### src/rtl/fwd_hazard_unit.sv
// Forwarding and hazard-control unit for the 5-stage pipeline.
// Selects EX-stage operand sources for NUM_SRC read ports, detects load-use
// and MDU hazards, tracks one outstanding multi-cycle (MDU) operation and
// keeps a saturating count of stalled cycles for performance monitoring.
module fwd_hazard_unit #(
  parameter int NUM_SRC = 2,
  parameter int AW      = 5,
  parameter int LAT_W   = 4,
  parameter int SC_W    = 32
) (
  input  logic                   clk,
  input  logic                   rst_n,
  // EX/MEM and MEM/WB writers
  input  logic                   ex_mem_reg_write,
  input  logic [AW-1:0]          ex_mem_rd,
  input  logic                   mem_wb_reg_write,
  input  logic [AW-1:0]          mem_wb_rd,
  // EX-stage instruction
  input  logic [NUM_SRC*AW-1:0]  id_ex_rs,
  input  logic                   id_ex_mem_read,
  input  logic [AW-1:0]          id_ex_rd,
  // ID-stage instruction
  input  logic [NUM_SRC*AW-1:0]  id_rs,
  input  logic [NUM_SRC-1:0]     id_rs_valid,
  input  logic [AW-1:0]          id_rd,
  input  logic                   id_reg_write,
  input  logic                   id_is_mdu,
  // MDU op entering execution
  input  logic                   mdu_issue,
  input  logic [AW-1:0]          mdu_rd,
  input  logic [LAT_W-1:0]       mdu_lat,
  // Controls and status
  output logic [2*NUM_SRC-1:0]   fwd_sel,
  output logic                   stall,
  output logic                   mdu_busy,
  output logic                   mdu_done,
  output logic [AW-1:0]          mdu_done_rd,
  output logic [SC_W-1:0]        stall_cnt
);

  // Scoreboard state for the single outstanding MDU op
  logic             busy_q, busy_d;
  logic [LAT_W-1:0] cnt_q, cnt_d;
  logic [AW-1:0]    rd_q, rd_d;
  logic             done_q, done_d;
  logic [AW-1:0]    done_rd_q, done_rd_d;
  logic [SC_W-1:0]  stall_cnt_q, stall_cnt_d;

  logic last_cycle;  // final busy cycle of the outstanding op
  logic accept;      // MDU issue taken on the coming edge
  logic src_hit;     // some valid ID source collides with a pending writer
  logic waw_hit;
  logic struct_hit;

  assign last_cycle = busy_q && (cnt_q == LAT_W'(1));
  assign accept     = mdu_issue && (!busy_q || last_cycle);

  // Per-source forward select: MDU completion beats EX/MEM beats MEM/WB
  always_comb begin
    // NOTE: every output of a combinational block gets a default first so
    // that no path leaves it unassigned and a latch is never inferred.
    fwd_sel = '0;
    for (int i = 0; i < NUM_SRC; i++) begin
      if (id_ex_rs[i*AW +: AW] != '0) begin
        if (done_q && (done_rd_q == id_ex_rs[i*AW +: AW])) begin
          fwd_sel[2*i +: 2] = 2'b11;
        end else if (ex_mem_reg_write && (ex_mem_rd == id_ex_rs[i*AW +: AW])) begin
          fwd_sel[2*i +: 2] = 2'b10;
        end else if (mem_wb_reg_write && (mem_wb_rd == id_ex_rs[i*AW +: AW])) begin
          fwd_sel[2*i +: 2] = 2'b01;
        end
      end
    end
  end

  // RAW collisions of valid, nonzero ID sources with in-flight writers
  always_comb begin
    src_hit = 1'b0;
    for (int i = 0; i < NUM_SRC; i++) begin
      if (id_rs_valid[i] && (id_rs[i*AW +: AW] != '0)) begin
        if (id_ex_mem_read && (id_rs[i*AW +: AW] == id_ex_rd)) src_hit = 1'b1;
        if (busy_q && (id_rs[i*AW +: AW] == rd_q))             src_hit = 1'b1;
        // The regfile write of a completing MDU op lands at the end of the
        // done cycle, so the ID read in that cycle would still see stale data.
        if (done_q && (id_rs[i*AW +: AW] == done_rd_q))        src_hit = 1'b1;
      end
    end
  end

  // A younger writer of the MDU destination must wait so the MDU op stays
  // the youngest writer of rd_q, which is what makes MDU forwarding safe.
  assign waw_hit    = busy_q && id_reg_write && (id_rd != '0) && (id_rd == rd_q);
  // A new MDU op can only enter on the last busy cycle of the current one.
  assign struct_hit = id_is_mdu && busy_q && !last_cycle;
  assign stall      = src_hit || waw_hit || struct_hit;

  // Scoreboard next state: accept, count down, retire with a done pulse
  always_comb begin
    busy_d    = busy_q;
    cnt_d     = cnt_q;
    rd_d      = rd_q;
    done_d    = last_cycle;
    done_rd_d = last_cycle ? rd_q : done_rd_q;
    if (accept) begin
      busy_d = 1'b1;
      cnt_d  = (mdu_lat == '0) ? LAT_W'(1) : mdu_lat;
      rd_d   = mdu_rd;
    end else if (busy_q) begin
      if (last_cycle) begin
        busy_d = 1'b0;
      end else begin
        cnt_d = cnt_q - LAT_W'(1);
      end
    end
  end

  // Saturating stall counter next state
  assign stall_cnt_d = (stall && (stall_cnt_q != '1)) ? stall_cnt_q + SC_W'(1)
                                                      : stall_cnt_q;

  // Scoreboard registers; reset discards any pending op without a done pulse
  always_ff @(posedge clk or negedge rst_n) begin
    if (!rst_n) begin
      busy_q    <= 1'b0;
      cnt_q     <= '0;
      rd_q      <= '0;
      done_q    <= 1'b0;
      done_rd_q <= '0;
    end else begin
      // NOTE: sequential state uses non-blocking assignments so every
      // register samples pre-edge values regardless of statement order.
      busy_q    <= busy_d;
      cnt_q     <= cnt_d;
      rd_q      <= rd_d;
      done_q    <= done_d;
      done_rd_q <= done_rd_d;
    end
  end

  // Performance counter register
  always_ff @(posedge clk or negedge rst_n) begin
    if (!rst_n) begin
      stall_cnt_q <= '0;
    end else begin
      stall_cnt_q <= stall_cnt_d;
    end
  end

  assign mdu_busy    = busy_q;
  assign mdu_done    = done_q;
  assign mdu_done_rd = done_rd_q;
  assign stall_cnt   = stall_cnt_q;

endmodule

### config.mk
export PLATFORM = sky130hd
export DESIGN_NAME = fwd_hazard_unit
export DESIGN_NICKNAME = d
export VERILOG_FILES = /design/src/rtl/fwd_hazard_unit.sv
export SDC_FILE = /design/constraint.sdc
export NUM_CORES = 1
export LEC_CHECK = 0
export CORE_MARGIN = 10
export CORE_UTILIZATION = 43
export DETAILED_ROUTE_END_ITERATION = 7
export PLACE_DENSITY_LB_ADDON = 0.15
export SLEW_MARGIN = 20
export SYNTH_ARGS = -nofsm -noshare
export SYNTH_HDL_FRONTEND = slang
export SYNTH_SLANG_ARGS = --single-unit
### constraint.sdc
create_clock -name clk -period 6.1 [get_ports clk]
set_input_delay 1.22 -clock clk [delete_from_list [all_inputs] [get_ports clk]]
set_output_delay 1.22 -clock clk [all_outputs]
set_load 0.1 [all_outputs]
==> impl_results.md, run 1 <==
- Min cycle time layout: 4910 ps
- Pin count of the biggest net entering global routing: 49
- Max rail drop VDD: 0.000234 V
- Die Y: 107 um
- PwrDens: 341 mW/mm2
- Hold slack final: 505 ps
- Crit Path Max Fanout: 4
- Critical R2R Launch: stall_cnt[23]
- Worst-margin pin slew: 1020 ps
- Total CTS buffers: 5
- CTS H-tree lvls: 2
- Core box area: 0.00729 mm2
- Die X: 107 um
- CP Launch Type: input port
- Min-Delay Path Class: reg -> reg
- All-Layer GR Usage: 15.1%
- Rel. slew slack: 32.2%
- Synth Net Count: 392
- First-pass GRT wire length: 14,300 um
- Io pins: 103
- Post-CTS setup buffers: 0
- Period Utilization, post-route: 80.5%
- DP HPWL: 6860 um
- Fin nets: 487
- Drt total wl: 8960 um
- CTS tree: built
- Share of cells above drive strength 1: 9.15%
- Clk root buf: clkbuf_8
- Clk buf depth: 2
- Post-CTS Hold Fix Bufs: 0
- Critical path class: in -> out
- FMAX: 204 MHz
- #FFs+latches synth: 48
- Routed WL per cell: 17.1 um
- Worst setup EP type: primary output
- Clk_skew: 4.69 ps
- Worst Setup SP: id_ex_rs[0]
- Final Max Slew Viols: 0
- GPL Wtd Cong: 0.868
- Netlist Area Pre-Place: 0.00324 mm2
- Initial antenna violation count: 0
- Final hold viol count: 0
- Fillcell total: 681
- Worst-Skew Late Latency: 300 ps
- Number of max-cap violations: 0
- Leakage power: 1.75 nW
- # rows: 31
- Post-route ant nets: 0
- Post-Synthesis Cells: 330
- ANT cells: 0
- Remaining DRCs: 0
- Vias in the first global route: 2,855
- 1st-iter DRT viols: 157
- Congestion Overflow GR: 0
- CP required: 4880 ps
- Layout area overhead: 35.3%
- RSZ-0062 raised after global routing: false
- Status: complete, no violations
- Starting density of the core: 44.4%
- Hold Startpoint: stall_cnt[14]
- Post-synth cell types: 36
- Yosys synthesis warning count: 0
- Critical Path AT: 3690 ps
- Setup TNS Final: 0 ps
- Mean Syn Cell Area: 9.82 um2
- Die area: 0.0114 mm2
- Post-synthesis sequential area ratio: 37.1%
- Vias: 2,759
- Vias per inst: 5.26
- Worst-path clk slew: 90 ps
- CTS sink count: 48
- Port-buffer cells: 102
- Post-CTS Resized: 0
- Drt pass-1 iters: 4
- Final setup fails: 0
## cell usage in the layout, fill, tap and decap left out, drive strengths merged, types with 7 or more instances in the layout
cell type	n
clkdlybuf4s50	97
xnor2	50
dfrtp	48
xor2	44
nand2	21
nand3	21
nand4	19
nor2	18
and3	17
nor4	13
mux2	12
nor3	9
and2	7
## cells by family after synthesis
| kind of cell | share of synthesized area (%) |
|---|---|
| simple gates | 24.5 |
| xor+xnor | 25.4 |
| flops | 37.1 |
| buf+inv | 3.86 |
| compound gates | 3.86 |
| mux | 4.17 |
| fa+ha+maj | 1.16 |
## Yosys cell counts, drive strengths merged
library cell / count / area share, %
nand4: 19 / 4.2
ha: 3 / 1.2
nor2: 18 / 2.1
xor2: 44 / 12
dfrtp: 48 / 37
nand3: 21 / 4.2
inv: 5 / 0.58
clkbuf: 8 / 0.93
and2: 7 / 1.4
o21ai: 6 / 1.0
nor4: 13 / 2.5
nor3: 9 / 1.4
o22ai: 2 / 0.39
or3: 1 / 0.19
nor2b: 2 / 0.39
and4: 2 / 0.54
xnor2: 50 / 14
nand2: 21 / 2.4
buf: 7 / 2.4
o211ai: 1 / 0.23
mux2: 12 / 4.2
o2111ai: 1 / 0.27
and3: 17 / 3.3
a32oi: 2 / 0.54
nand4b: 1 / 0.73
o221a: 2 / 0.69
a41oi: 2 / 0.54
or4: 5 / 1.2
a21oi: 1 / 0.15
## report_power, final
group	switching (mW)	leakage, nW	internal (mW)	total, mW
logic	0.491	1.06	0.265	0.756
registers	0.122	0.628	0.388	0.510
clock network	0.108	0.0541	0.121	0.229
## state kept, by name, indices dropped and copies added (netlist names)
signal       cells
stall_cnt       32
mdu_done_rd      5
rd_q             5
cnt_q            4
mdu_busy         1
mdu_done         1
## final cells by class
class / instances / area (um2) / area share [%]
sequential: 48 / 1200 / 27.4
inverter: 5 / 18.8 / 0.428
clock inverter: 3 / 42.5 / 0.970
tap: 99 / 124 / 2.82
clock buffer: 5 / 68.8 / 1.57
timing repair buffer: 103 / 1020 / 23.2
multi-input combinational: 262 / 1910 / 43.7
## worst paths after layout
check	to	slack (ps)	depth (start not counted)
max	fwd_sel[0]	1190	6
min reg2reg	stall_cnt[14]	510	1
min in group asynchronous	cnt_q[1]	920	1
min	stall_cnt[14]	510	1
max reg2reg	stall_cnt[1]	3350	6
max in group asynchronous	stall_cnt[17]	4760	1
## per-layer routing
metal	share of wire [%]	GRT usage, %	routed length, um
met1	47	19.9	4200
met2	46	24.4	4100
met3	6.4	3.89	571
met4	1.1	3.38	95
met5	0	0	0
## per-stage QoR
stage	setup WS [ps]	total power [mW]	std cells	cell area (um2)	util [%]
3_3_place_gp	1250	1.27	517	4270	58.6
6_report	1190	1.49	525	4390	60.1
4_1_cts	1180	1.51	525	4380	60.1
2_1_floorplan	1760	1.08	330	3240	-
5_1_grt	1110	1.58	525	4390	60.1
3_5_place_dp	1190	1.28	517	4270	58.6
## worst max-delay path, stage by stage
cell and delay, ps:
clkdlybuf4s50_1 520, xor2_1 190, nor4_1 320, a41oi_1 170
nor2_1 130, clkdlybuf4s50_1 1150
Power figures use the tool's default switching activity.
==> run 2: changes to the inputs <==
==> constraint.sdc (replaced) <==
create_clock -name clk -period 4.25 [get_ports clk]
set_input_delay 0.85 -clock clk [delete_from_list [all_inputs] [get_ports clk]]
set_output_delay 0.85 -clock clk [all_outputs]
set_load 0.1 [all_outputs]
==> impl_results.md, run 2 (same netlist as run 1, synthesis figures left out) <==
- Port-buffer cells: 102
- Drt total wl: 9060 um
- Post-layout util: 60.5%
- Post-route ant nets: 0
- Setup TNS Final: 0 ps
- Share of cells above drive strength 1: 9.18%
- Vias in the first global route: 2,937
- Final setup fails: 0
- Total CTS buffers: 5
- PwrDens: 500 mW/mm2
- Pin count of the biggest net entering global routing: 49
- Rel. slew slack: 31.3%
- Fin nets: 487
- Top cell by count, worst path: or4_1
- CTS tree: built
- 1st-iter DRT viols: 122
- Most common cell after layout, fill and taps aside: clkdlybuf4s50_1
- Vias: 2,763
- First-pass GRT wire length: 14,800 um
- Period Utilization, post-route: 92.8%
- Starting density of the core: 44.4%
- Routed WL per cell: 17.3 um
- Number of max-cap violations: 0
- Min-Delay Path Class: reg -> reg
- Status: complete, no violations
- CP max stage delay: 630 ps
- Crit Path Max Fanout: 4
- # rows: 31
- ANT cells: 0
- RSZ-0062 raised after global routing: false
- CTS sink count: 48
- Remaining DRCs: 0
- Post-CTS setup buffers: 0
- CTS H-tree lvls: 2
- Worst-margin pin slew: 1030 ps
- Initial antenna violation count: 0
- Worst-path clk slew: 80 ps
- Fillcell total: 655
- Critical path class: in -> out
- CP required: 3400 ps
- All-Layer GR Usage: 15.6%
- Most frequent cells in the layout: clkdlybuf4s50_1, xnor2_1, dfrtp_1, xor2_1, nand2_1
- DP HPWL: 6930 um
- Core box area: 0.00729 mm2
- Die Y: 107 um
- CP Launch Type: input port
- Max rail drop VDD: 0.000376 V
- Io pins: 103
- Highest-delay cell along the critical path: or4_1
- Clk root buf: clkbuf_8
- CP Cell Sequence: clkdlybuf4s50_1, or4_1, o21ai_1, o22ai_1, or4_1, buf_12
- Post-CTS Hold Fix Bufs: 0
- Final hold viol count: 0
- Vias per inst: 5.27
- Min cycle time layout: 3950 ps
- Worst-Skew Late Latency: 300 ps
- Congestion Overflow GR: 0
- Layout area overhead: 36.2%
- Drt pass-1 iters: 4
- FF+latch area: 0.00120 mm2
- Leakage power: 1.76 nW
- Critical Path AT: 3100 ps
- Area of the multi-input gates: 0.00191 mm2
- Worst setup EP type: primary output
- Final Max Slew Viols: 0
- Clk buf depth: 2
- Die X: 107 um
- Max reg flops: 32
- GPL Wtd Cong: 0.880
- FMAX: 253 MHz
- Post-CTS Resized: 0
- Die area: 0.0114 mm2
- Clk_skew: 8.60 ps
run 2: through the flow:
step                hold slack, ps  area, um2  setup WS, ps  power [mW]  std cells
floorplan                      512       3240           364        1.54        330
global placement               483       4280           365        1.83        517
detailed placement             488       4280           342        1.84        517
CTS                            505       4410           329        2.23        524
global route                   530       4410           255        2.33        524
finish                         503       4410           305        2.21        524
run 2: where the power goes:
group	internal (mW)	total, mW	switching [mW]
clock	0.232	0.382	0.151
combinational	0.389	1.10	0.708
sequential	0.557	0.728	0.171
total	1.18	2.21	1.03
run 2: area by class of cell:
cell class | count | share of cell area (%)
well taps | 99 | 2.81
flip-flops and latches | 48 | 27.2
inverters | 5 | 0.425
multi-input cells | 262 | 43.4
repair buffers | 103 | 23.2
clock inverters | 2 | 1.36
clock buffers | 5 | 1.56
run 2: routing by layer:
metal  up-vias  wire (um)  GRT usage, %
li1       1350          -             -
met1      1322       4310          19.8
met4         0        143          4.55
met3        12        541          4.43
met2        79       4060          25.1
met5         -          0             0
run 2: critical path: cells and delay by family:
kind / cells / cell delay [ps]
AO/OA/AOI/OAI: 2 / 340
AND/OR/NAND/NOR: 2 / 1170
buffers and inverters: 2 / 730
run 2: path summary, 6_finish.rpt:
path | from | cells after the start | slack [ps] | to
max | id_rs[7] | 6 | 300 | stall
min | stall_cnt[14] | 1 | 500 | stall_cnt[14]
max reg2reg | stall_cnt[23] | 6 | 1480 | stall_cnt[1]
min reg2reg | stall_cnt[14] | 1 | 500 | stall_cnt[14]
max in group asynchronous | rst_n | 1 | 3280 | stall_cnt[3]
min in group asynchronous | rst_n | 1 | 560 | cnt_q[0]
==> run 3: changes to the inputs <==
--- a/config.mk
+++ b/config.mk
@@ -5,8 +5,11 @@
 export SDC_FILE = /design/constraint.sdc
 export NUM_CORES = 1
 export LEC_CHECK = 0
+export CELL_PAD_IN_SITES_DETAIL_PLACEMENT = 1
+export CELL_PAD_IN_SITES_GLOBAL_PLACEMENT = 1
 export CORE_MARGIN = 10
-export CORE_UTILIZATION = 43
+export CORE_UTILIZATION = 33
+export CTS_BUF_LIST = sky130_fd_sc_hd__clkbuf_8
 export DETAILED_ROUTE_END_ITERATION = 7
 export PLACE_DENSITY_LB_ADDON = 0.15
 export SLEW_MARGIN = 20
==> impl_results.md, run 3 (same netlist as run 1, synthesis figures left out) <==
- Period Utilization, post-route: 93.1%
- Congestion Overflow GR: 0
- FMAX: 253 MHz
- Critical path class: in -> out
- Worst-Skew Late Latency: 300 ps
- CP Cell Sequence: clkdlybuf4s50_1, or4_1, o21ai_1, o22ai_1, or4_1, buf_12
- RSZ-0062 raised after global routing: false
- Worst setup EP type: primary output
- Post-layout util: 45.9%
- Vias: 2,797
- Highest-delay cell along the critical path: or4_1
- Post-CTS Resized: 0
- Hold slack final: 501 ps
- CTS tree: built
- Total CTS buffers: 5
- CP max stage delay: 630 ps
- Core box area: 0.00968 mm2
- Clk_skew: 9.86 ps
- Max rail drop VDD: 0.000274 V
- Die X: 119 um
- Initial antenna violation count: 0
- Vias in the first global route: 3,144
- Most common cell after layout, fill and taps aside: clkdlybuf4s50_1
- Leakage power: 1.76 nW
- Share of cells above drive strength 1: 9.60%
- Io pins: 103
- Die area: 0.0142 mm2
- Fillcell total: 1,121
- Status: complete, no violations
- Drt pass-1 iters: 4
- DP HPWL: 7990 um
- CTS H-tree lvls: 2
- Fin nets: 488
- Min-Delay Path Class: reg -> reg
- Clk root buf: clkbuf_8
- Final setup fails: 0
- Post-CTS setup buffers: 0
- GPL Wtd Cong: 0.918
- CP Launch Type: input port
- 1st-iter DRT viols: 121
- Max reg flops: 32
- All-Layer GR Usage: 14.3%
- CP required: 3400 ps
- Total Power: 2.19 mW
- Min cycle time layout: 3960 ps
- Die Y: 119 um
- ANT cells: 0
- Pin count of the biggest net entering global routing: 49
- Final Max Slew Viols: 0
- Setup TNS Final: 0 ps
- PwrDens: 492 mW/mm2
- Most frequent cells in the layout: clkdlybuf4s50_1, xnor2_1, dfrtp_1, xor2_1, nand2_1
- Port-buffer cells: 102
- Number of max-cap violations: 0
- Clk buf depth: 2
- Top cell by count, worst path: or4_1
- Worst-margin pin slew: 1050 ps
- # rows: 36
- Vias per inst: 4.99
- Post-route ant nets: 0
- First-pass GRT wire length: 17,000 um
- Starting density of the core: 33.5%
- Post-CTS Hold Fix Bufs: 0
- Layout area overhead: 37.1%
- Rel. slew slack: 30.3%
- Remaining DRCs: 0
- Drt total wl: 10,300 um
- Crit Path Max Fanout: 4
- Worst-path clk slew: 80 ps
- Final hold viol count: 0
- CTS sink count: 48
- Critical Path AT: 3110 ps
- Routed WL per cell: 18.5 um
[run 3: layer usage]
| metal | wire, um | vias up | track usage, % |
|---|---|---|---|
| met1 | 4690 | 1373 | 17.8 |
| met4 | 63 | 0 | 2.75 |
| met5 | 0 | - | 0 |
| met2 | 5030 | 69 | 24.3 |
| li1 | - | 1350 | - |
| met3 | 562 | 5 | 3.68 |
[run 3: layout make-up]
type / instances / area, um2 / area share, %
clock buffers: 5 / 68.8 / 1.55
clock inverters: 3 / 42.5 / 0.957
inverters: 5 / 18.8 / 0.422
multi-input cells: 262 / 1910 / 43.1
flip-flops and latches: 48 / 1200 / 27.0
well taps: 133 / 166 / 3.75
repair buffers: 104 / 1030 / 23.2
[run 3: path summary, 6_finish.rpt]
kind / from / end / slack, ps / depth (start not counted)
hold reg to reg: stall_cnt[14] / stall_cnt[14] / 500 / 1
setup / recovery: id_rs[7] / stall / 290 / 6
max in group asynchronous: rst_n / stall_cnt[10] / 3170 / 2
min in group asynchronous: rst_n / stall_cnt[14] / 640 / 2
hold / removal: stall_cnt[14] / stall_cnt[14] / 500 / 1
setup reg to reg: stall_cnt[23] / stall_cnt[1] / 1440 / 6
[run 3: power breakdown]
part           total [mW]  internal (mW)  switching (mW)
Combinational        1.12          0.389           0.726
Sequential          0.739          0.556           0.183
Clock               0.331          0.174           0.157
Total                2.19           1.12            1.07
[run 3: metrics by stage]
stage                     cells  setup WS, ps  instance area (um2)
after floorplan             330           364                 3240
after global placement      552           345                 4330
after detailed placement    552           313                 4330
after CTS                   560           302                 4440
after global routing        560           210                 4440
final                       560           292                 4440
[run 3: critical path, delay by kind of cell]
family / cells / cell delay [ps]
buffers and inverters: 2 / 740
AO/OA/AOI/OAI: 2 / 350
AND/OR/NAND/NOR: 2 / 1160
